--- src/rtl/goldschmidt_ctrl.sv ---
// -----------------------------------------------------------------------------
// goldschmidt_ctrl
//
// Control sequencer for the Goldschmidt divider datapath. A single start
// request runs the whole divide: the operands are loaded, the initial
// approximation is applied to N and then D, ITER refinement pairs follow,
// and finally the N register is captured as the quotient. A zero divisor
// is caught when start is sampled, and the datapath is not run.
//
// Handshake (start/done):
//   start is sampled only while the FSM is IDLE. If it is high on a rising
//   edge in IDLE, the request is accepted on that edge. There is no queuing.
//   From the next cycle, busy stays high up to and including the done cycle.
//   done is a one-cycle pulse, issued in DONE (normal end) or ZERR (divide by
//   zero). A start that is held high is accepted again in the first IDLE
//   cycle after done.
//
// Ports:
//   clk, reset           rising-edge clock, synchronous active-high reset
//   start, d_in          request and divisor (d_in only feeds the zero check)
//   busy, done           operation in flight / completion pulse
//   div_zero             sticky error flag, cleared by the next accepted start
//   load_regN/D/K/Q      datapath register load strobes
//   sel_ND_mux           00 ext N/D, 01 D register, 10 N register
//   sel_K_mux            0 initial approximation, 1 K register
//   iter_count           refinement iterations completed in this operation
//
// Every control output is decoded from registered state only. No output has
// a combinational path from start or d_in.
// -----------------------------------------------------------------------------
module goldschmidt_ctrl #(
  parameter int ITER  = 3,
  parameter int CNT_W = 3
) (
  input  logic             clk,
  input  logic             reset,
  input  logic             start,
  input  logic [15:0]      d_in,
  output logic             busy,
  output logic             done,
  output logic             div_zero,
  output logic             load_regN,
  output logic             load_regD,
  output logic             load_regK,
  output logic             load_regQ,
  output logic [1:0]       sel_ND_mux,
  output logic             sel_K_mux,
  output logic [CNT_W-1:0] iter_count
);

  typedef enum logic [2:0] {
    S_IDLE   = 3'd0,
    S_LOAD   = 3'd1,
    S_INIT_N = 3'd2,
    S_INIT_D = 3'd3,
    S_ITER_N = 3'd4,
    S_ITER_D = 3'd5,
    S_DONE   = 3'd6,
    S_ZERR   = 3'd7
  } state_t;

  localparam logic [CNT_W-1:0] ITER_LAST = CNT_W'(ITER);

  state_t           state_q, state_d;
  logic [CNT_W-1:0] iter_q, iter_d;
  logic             dz_q, dz_d;
  logic [CNT_W-1:0] iter_inc;

  assign iter_inc = iter_q + CNT_W'(1);

  // State, counter and error flag registers
  always_ff @(posedge clk) begin
    if (reset) begin
      state_q <= S_IDLE;
      iter_q  <= '0;
      dz_q    <= 1'b0;
    end else begin
      state_q <= state_d;
      iter_q  <= iter_d;
      dz_q    <= dz_d;
    end
  end

  // Next-state logic
  always_comb begin
    state_d = state_q;
    iter_d  = iter_q;
    dz_d    = dz_q;
    case (state_q)
      S_IDLE: begin
        if (start) begin
          iter_d = '0;
          if (d_in == 16'h0000) begin
            state_d = S_ZERR;
            dz_d    = 1'b1;
          end else begin
            state_d = S_LOAD;
            dz_d    = 1'b0;
          end
        end
      end
      S_LOAD:   state_d = S_INIT_N;
      S_INIT_N: state_d = S_INIT_D;
      S_INIT_D: state_d = S_ITER_N;
      // N is multiplied before D in every pair, so both see the same K;
      // K is reloaded from the new D in the D step of the pair.
      S_ITER_N: state_d = S_ITER_D;
      S_ITER_D: begin
        iter_d  = iter_inc;
        state_d = (iter_inc == ITER_LAST) ? S_DONE : S_ITER_N;
      end
      S_DONE:   state_d = S_IDLE;
      S_ZERR:   state_d = S_IDLE;
      default:  state_d = S_IDLE;
    endcase
  end

  // Moore output decode
  always_comb begin
    busy       = (state_q != S_IDLE);
    done       = 1'b0;
    load_regN  = 1'b0;
    load_regD  = 1'b0;
    load_regK  = 1'b0;
    load_regQ  = 1'b0;
    sel_ND_mux = 2'b00;
    sel_K_mux  = 1'b0;
    case (state_q)
      S_LOAD: begin
        load_regN = 1'b1;
        load_regD = 1'b1;
      end
      S_INIT_N: begin
        sel_ND_mux = 2'b10;
        load_regN  = 1'b1;
      end
      S_INIT_D: begin
        sel_ND_mux = 2'b01;
        load_regD  = 1'b1;
        load_regK  = 1'b1;
      end
      S_ITER_N: begin
        sel_ND_mux = 2'b10;
        sel_K_mux  = 1'b1;
        load_regN  = 1'b1;
      end
      S_ITER_D: begin
        sel_ND_mux = 2'b01;
        sel_K_mux  = 1'b1;
        load_regD  = 1'b1;
        load_regK  = 1'b1;
      end
      S_DONE: begin
        load_regQ = 1'b1;
        done      = 1'b1;
      end
      S_ZERR:  done = 1'b1;
      default: ;
    endcase
  end

  assign div_zero   = dz_q;
  assign iter_count = iter_q;

endmodule

--- config.mk ---
export PLATFORM = sky130hd
export DESIGN_NAME = goldschmidt_ctrl
export DESIGN_NICKNAME = d
export VERILOG_FILES = /design/src/rtl/goldschmidt_ctrl.sv
export SDC_FILE = /design/constraint.sdc
export NUM_CORES = 1
export LEC_CHECK = 0
export ABC_AREA = 0
export CORE_AREA = 2 2 39 41
export CTS_BUF_LIST = sky130_fd_sc_hd__clkbuf_2
export CTS_CLUSTER_DIAMETER = 40
export DETAILED_ROUTE_END_ITERATION = 10
export DIE_AREA = 0 0 41 43
export PLACE_DENSITY = 0.85
export SLEW_MARGIN = 20
export SYNTH_ARGS = -nofsm -noshare
export SYNTH_HDL_FRONTEND = slang
export SYNTH_SLANG_ARGS = --single-unit
--- constraint.sdc ---
create_clock -name clk -period 2.1 [get_ports clk]
set_input_delay 0.42 -clock clk [delete_from_list [all_inputs] [get_ports clk]]
set_output_delay 0.42 -clock clk [all_outputs]
set_load 0.02 [all_outputs]
==> flow_summary.json <==
{
  "die_h_um": 43,
  "die-area_um2": 1760,
  "routedWlPerCell_um": 13.5,
  "ys_async_sr_fraction": 0,
  "tritoncts_num_sinks": 7,
  "synth_edf_count": 0,
  "cts-root-buf": "sky130_fd_sc_hd__clkbuf_2",
  "ctsLongestPathBuffers": 2,
  "detailed_place_hpwl_mm": 1.12,
  "synth_area_um2": 470,
  "post_route_cells_drive_above_1_share": 0.122,
  "placementRows": 14,
  "skew_final_ns": 0.00144,
  "crit_path_launch_type": "register",
  "place.port_buffers": 31,
  "synth_top_cells_by_area": "sky130_fd_sc_hd__dfxtp_1 30%, sky130_fd_sc_hd__nor4_1 6.6%, sky130_fd_sc_hd__ha_1 5.3%",
  "nets": 112,
  "die_w_um": 41,
  "synth.ff_latch_count": 7,
  "power_leakage_nw": 0.449,
  "seq_area_frac_synth": 0.298,
  "fin_worst_hold_slack_ns": 0.506,
  "avgSynthCellArea_um2": 8.11,
  "globalRouteOverflowTotal": 0,
  "synth.most_common_cell": "sky130_fd_sc_hd__dfxtp_1",
  "run_status": "finished, final reports clean",
  "final.setup.tns_ns": 0,
  "clkLatencyLatePin_ns": 0.25,
  "start_util": 0.340,
  "drt-initial-drc-count": 12,
  "max-vdd-ir-drop_uv": 302,
  "grt_usage": 0.192,
  "post-route-worst-setup-slack_ns": 0.0459,
  "tritoncts": "built",
  "synthDominantCellAreaShare": 0.298,
  "synth.net_count": 79,
  "gp_congestion": 0.719,
  "kind_of_capture_point_of_the_worst_setup_path": "output pin",
  "synth.cells.most_frequent": "7 x sky130_fd_sc_hd__dfxtp_1, 5 x sky130_fd_sc_hd__nor4_1, 4 x sky130_fd_sc_hd__nor2_1, 3 x sky130_fd_sc_hd__inv_1, 3 x sky130_fd_sc_hd__nand2_1",
  "n_antenna_cell": 0,
  "worst-endpoint-required_ns": 1.68,
  "synth_flop_cell": "sky130_fd_sc_hd__dfxtp_1",
  "ys_types": 34,
  "syn_inst": 58,
  "finalMaxSlewViolations": 0,
  "final_number_of_setup_violating_endpoints": 0,
  "detail_route.wirelength_mm": 1.43,
  "detail-route-antenna-nets": 0,
  "synthDominantAreaCellType": "sky130_fd_sc_hd__dfxtp_1",
  "worst_ep_arrival_time_ns": 1.63,
  "critPathMaxFanout": 12,
  "final_critical_period_ns": 2.05,
  "pre_cts_worst_setup_slack_ns": 0.102,
  "holdCritPathClass": "reg -> reg",
  "via_per_inst": 5.45,
  "drv_cap": 0,
  "yosys_warnings": 0,
  "h-tree-depth": 1,
  "grt_pass1_vias": 593,
  "antenna_found_initial": 0,
  "routed-via-count": 578,
  "hold_fix_buffers_cts": 0,
  "worst_setup_hold_path_clk_slew_ns": 0.08,
  "io-pin-count": 32,
  "pin_count_of_the_biggest_net_entering_global_routing": 16,
  "floorplan.core_area_um2": 1380,
  "grt_setup_unrepaired": "no",
  "timing_worst_slew_pin_value_ns": 0.275,
  "tritoncts.num_buffers": 3,
  "layout_worst_path_cycle_share": 0.978,
  "fmax_mhz": 487,
  "drt_pre_antenna_iters": 4,
  "final_hold_viol_count": 0,
  "area_growth_synth_to_finish_pct": 76.3,
  "first_pass_grt_wire_length_mm": 2.29,
  "drc_errors": 0,
  "timing.slew.headroom": 0.815,
  "timing.setup.critical_path_class": "reg -> out",
  "power.density_nw_per_um2": 434
}
==> sequential cells by signal (all words and copies together) (netlist names) <==
register	flops
state_q	3
iter_count	3
div_zero	1
==> cells by family (layout without fill, tap and decap cells) <==
logic type | after synthesis | after routing | synth area share
AO/OA/AOI/OAI | 13 | 13 | 0.205
XOR/XNOR | 2 | 2 | 0.0372
adder cells (fa/ha/maj) | 2 | 2 | 0.0532
buffers and inverters | 8 | 40 | 0.0771
flip-flops | 7 | 7 | 0.298
AND/OR/NAND/NOR | 26 | 26 | 0.330
==> cell usage in the layout, fill, tap and decap left out, types with 3 or more instances in the layout <==
cell type                         instances
sky130_fd_sc_hd__clkbuf_2                 4
sky130_fd_sc_hd__clkdlybuf4s50_1         23
sky130_fd_sc_hd__dfxtp_1                  5
sky130_fd_sc_hd__dlymetal6s2s_1           7
sky130_fd_sc_hd__inv_1                    3
sky130_fd_sc_hd__nand2_1                  3
sky130_fd_sc_hd__nor2_1                   4
sky130_fd_sc_hd__nor4_1                   5
==> report_power, final <==
| part | switching [mW] | internal, mW | total (mW) |
|---|---|---|---|
| logic | 0.0436 | 0.0618 | 0.105 |
| clock network | 0.0591 | 0.0506 | 0.110 |
| registers | 0.00818 | 0.137 | 0.145 |
| total | 0.111 | 0.249 | 0.360 |
==> path summary, 6_finish.rpt <==
kind / from / end / slack [ns] / cells after the start
max: state_q[1] / busy / 0.05 / 3
min: div_zero / div_zero / 0.51 / 2
max reg2reg: state_q[1] / iter_count[2] / 0.75 / 4
min reg2reg: div_zero / div_zero / 0.51 / 2
==> routing by layer <==
layer | global-route usage | wire length, µm | vias to the layer above
li1 | - | - | 276
met4 | 0.100 | 18 | 0
met3 | 0.0471 | 100 | 2
met2 | 0.322 | 791 | 33
met1 | 0.205 | 515 | 267
met5 | 0 | 0 | -
==> what timing repair did <==
item	CTS	global route
resized for setup	2	8
endpoints found under the hold margin	0	0
setup endpoints to repair	5	8
setup buffers	0	0
==> cell type report <==
class | count | area (µm²)
tap | 16 | 20.0
sequential | 7 | 143
inverter | 3 | 11.3
fill | 130 | 554
multi-input combinational | 43 | 294
clock buffer | 4 | 20.0
timing repair buffer | 33 | 342
==> per-stage QoR <==
stage	instance area (µm²)	util	std cells	power, mW
finish	830	0.599	106	0.360
global route	830	0.599	106	0.374
CTS	811	0.586	106	0.360
detailed placement	791	0.571	102	0.255
global placement	791	0.571	102	0.250
floorplan	470	-	58	0.192
==> critical path, cell delays in order, from the launching register on <==
cell and delay, ns:
sky130_fd_sc_hd__dfxtp_1 0.34, sky130_fd_sc_hd__buf_4 0.18, sky130_fd_sc_hd__or3_1 0.31, sky130_fd_sc_hd__clkdlybuf4s50_1 0.55
Power figures use the tool's default switching activity.
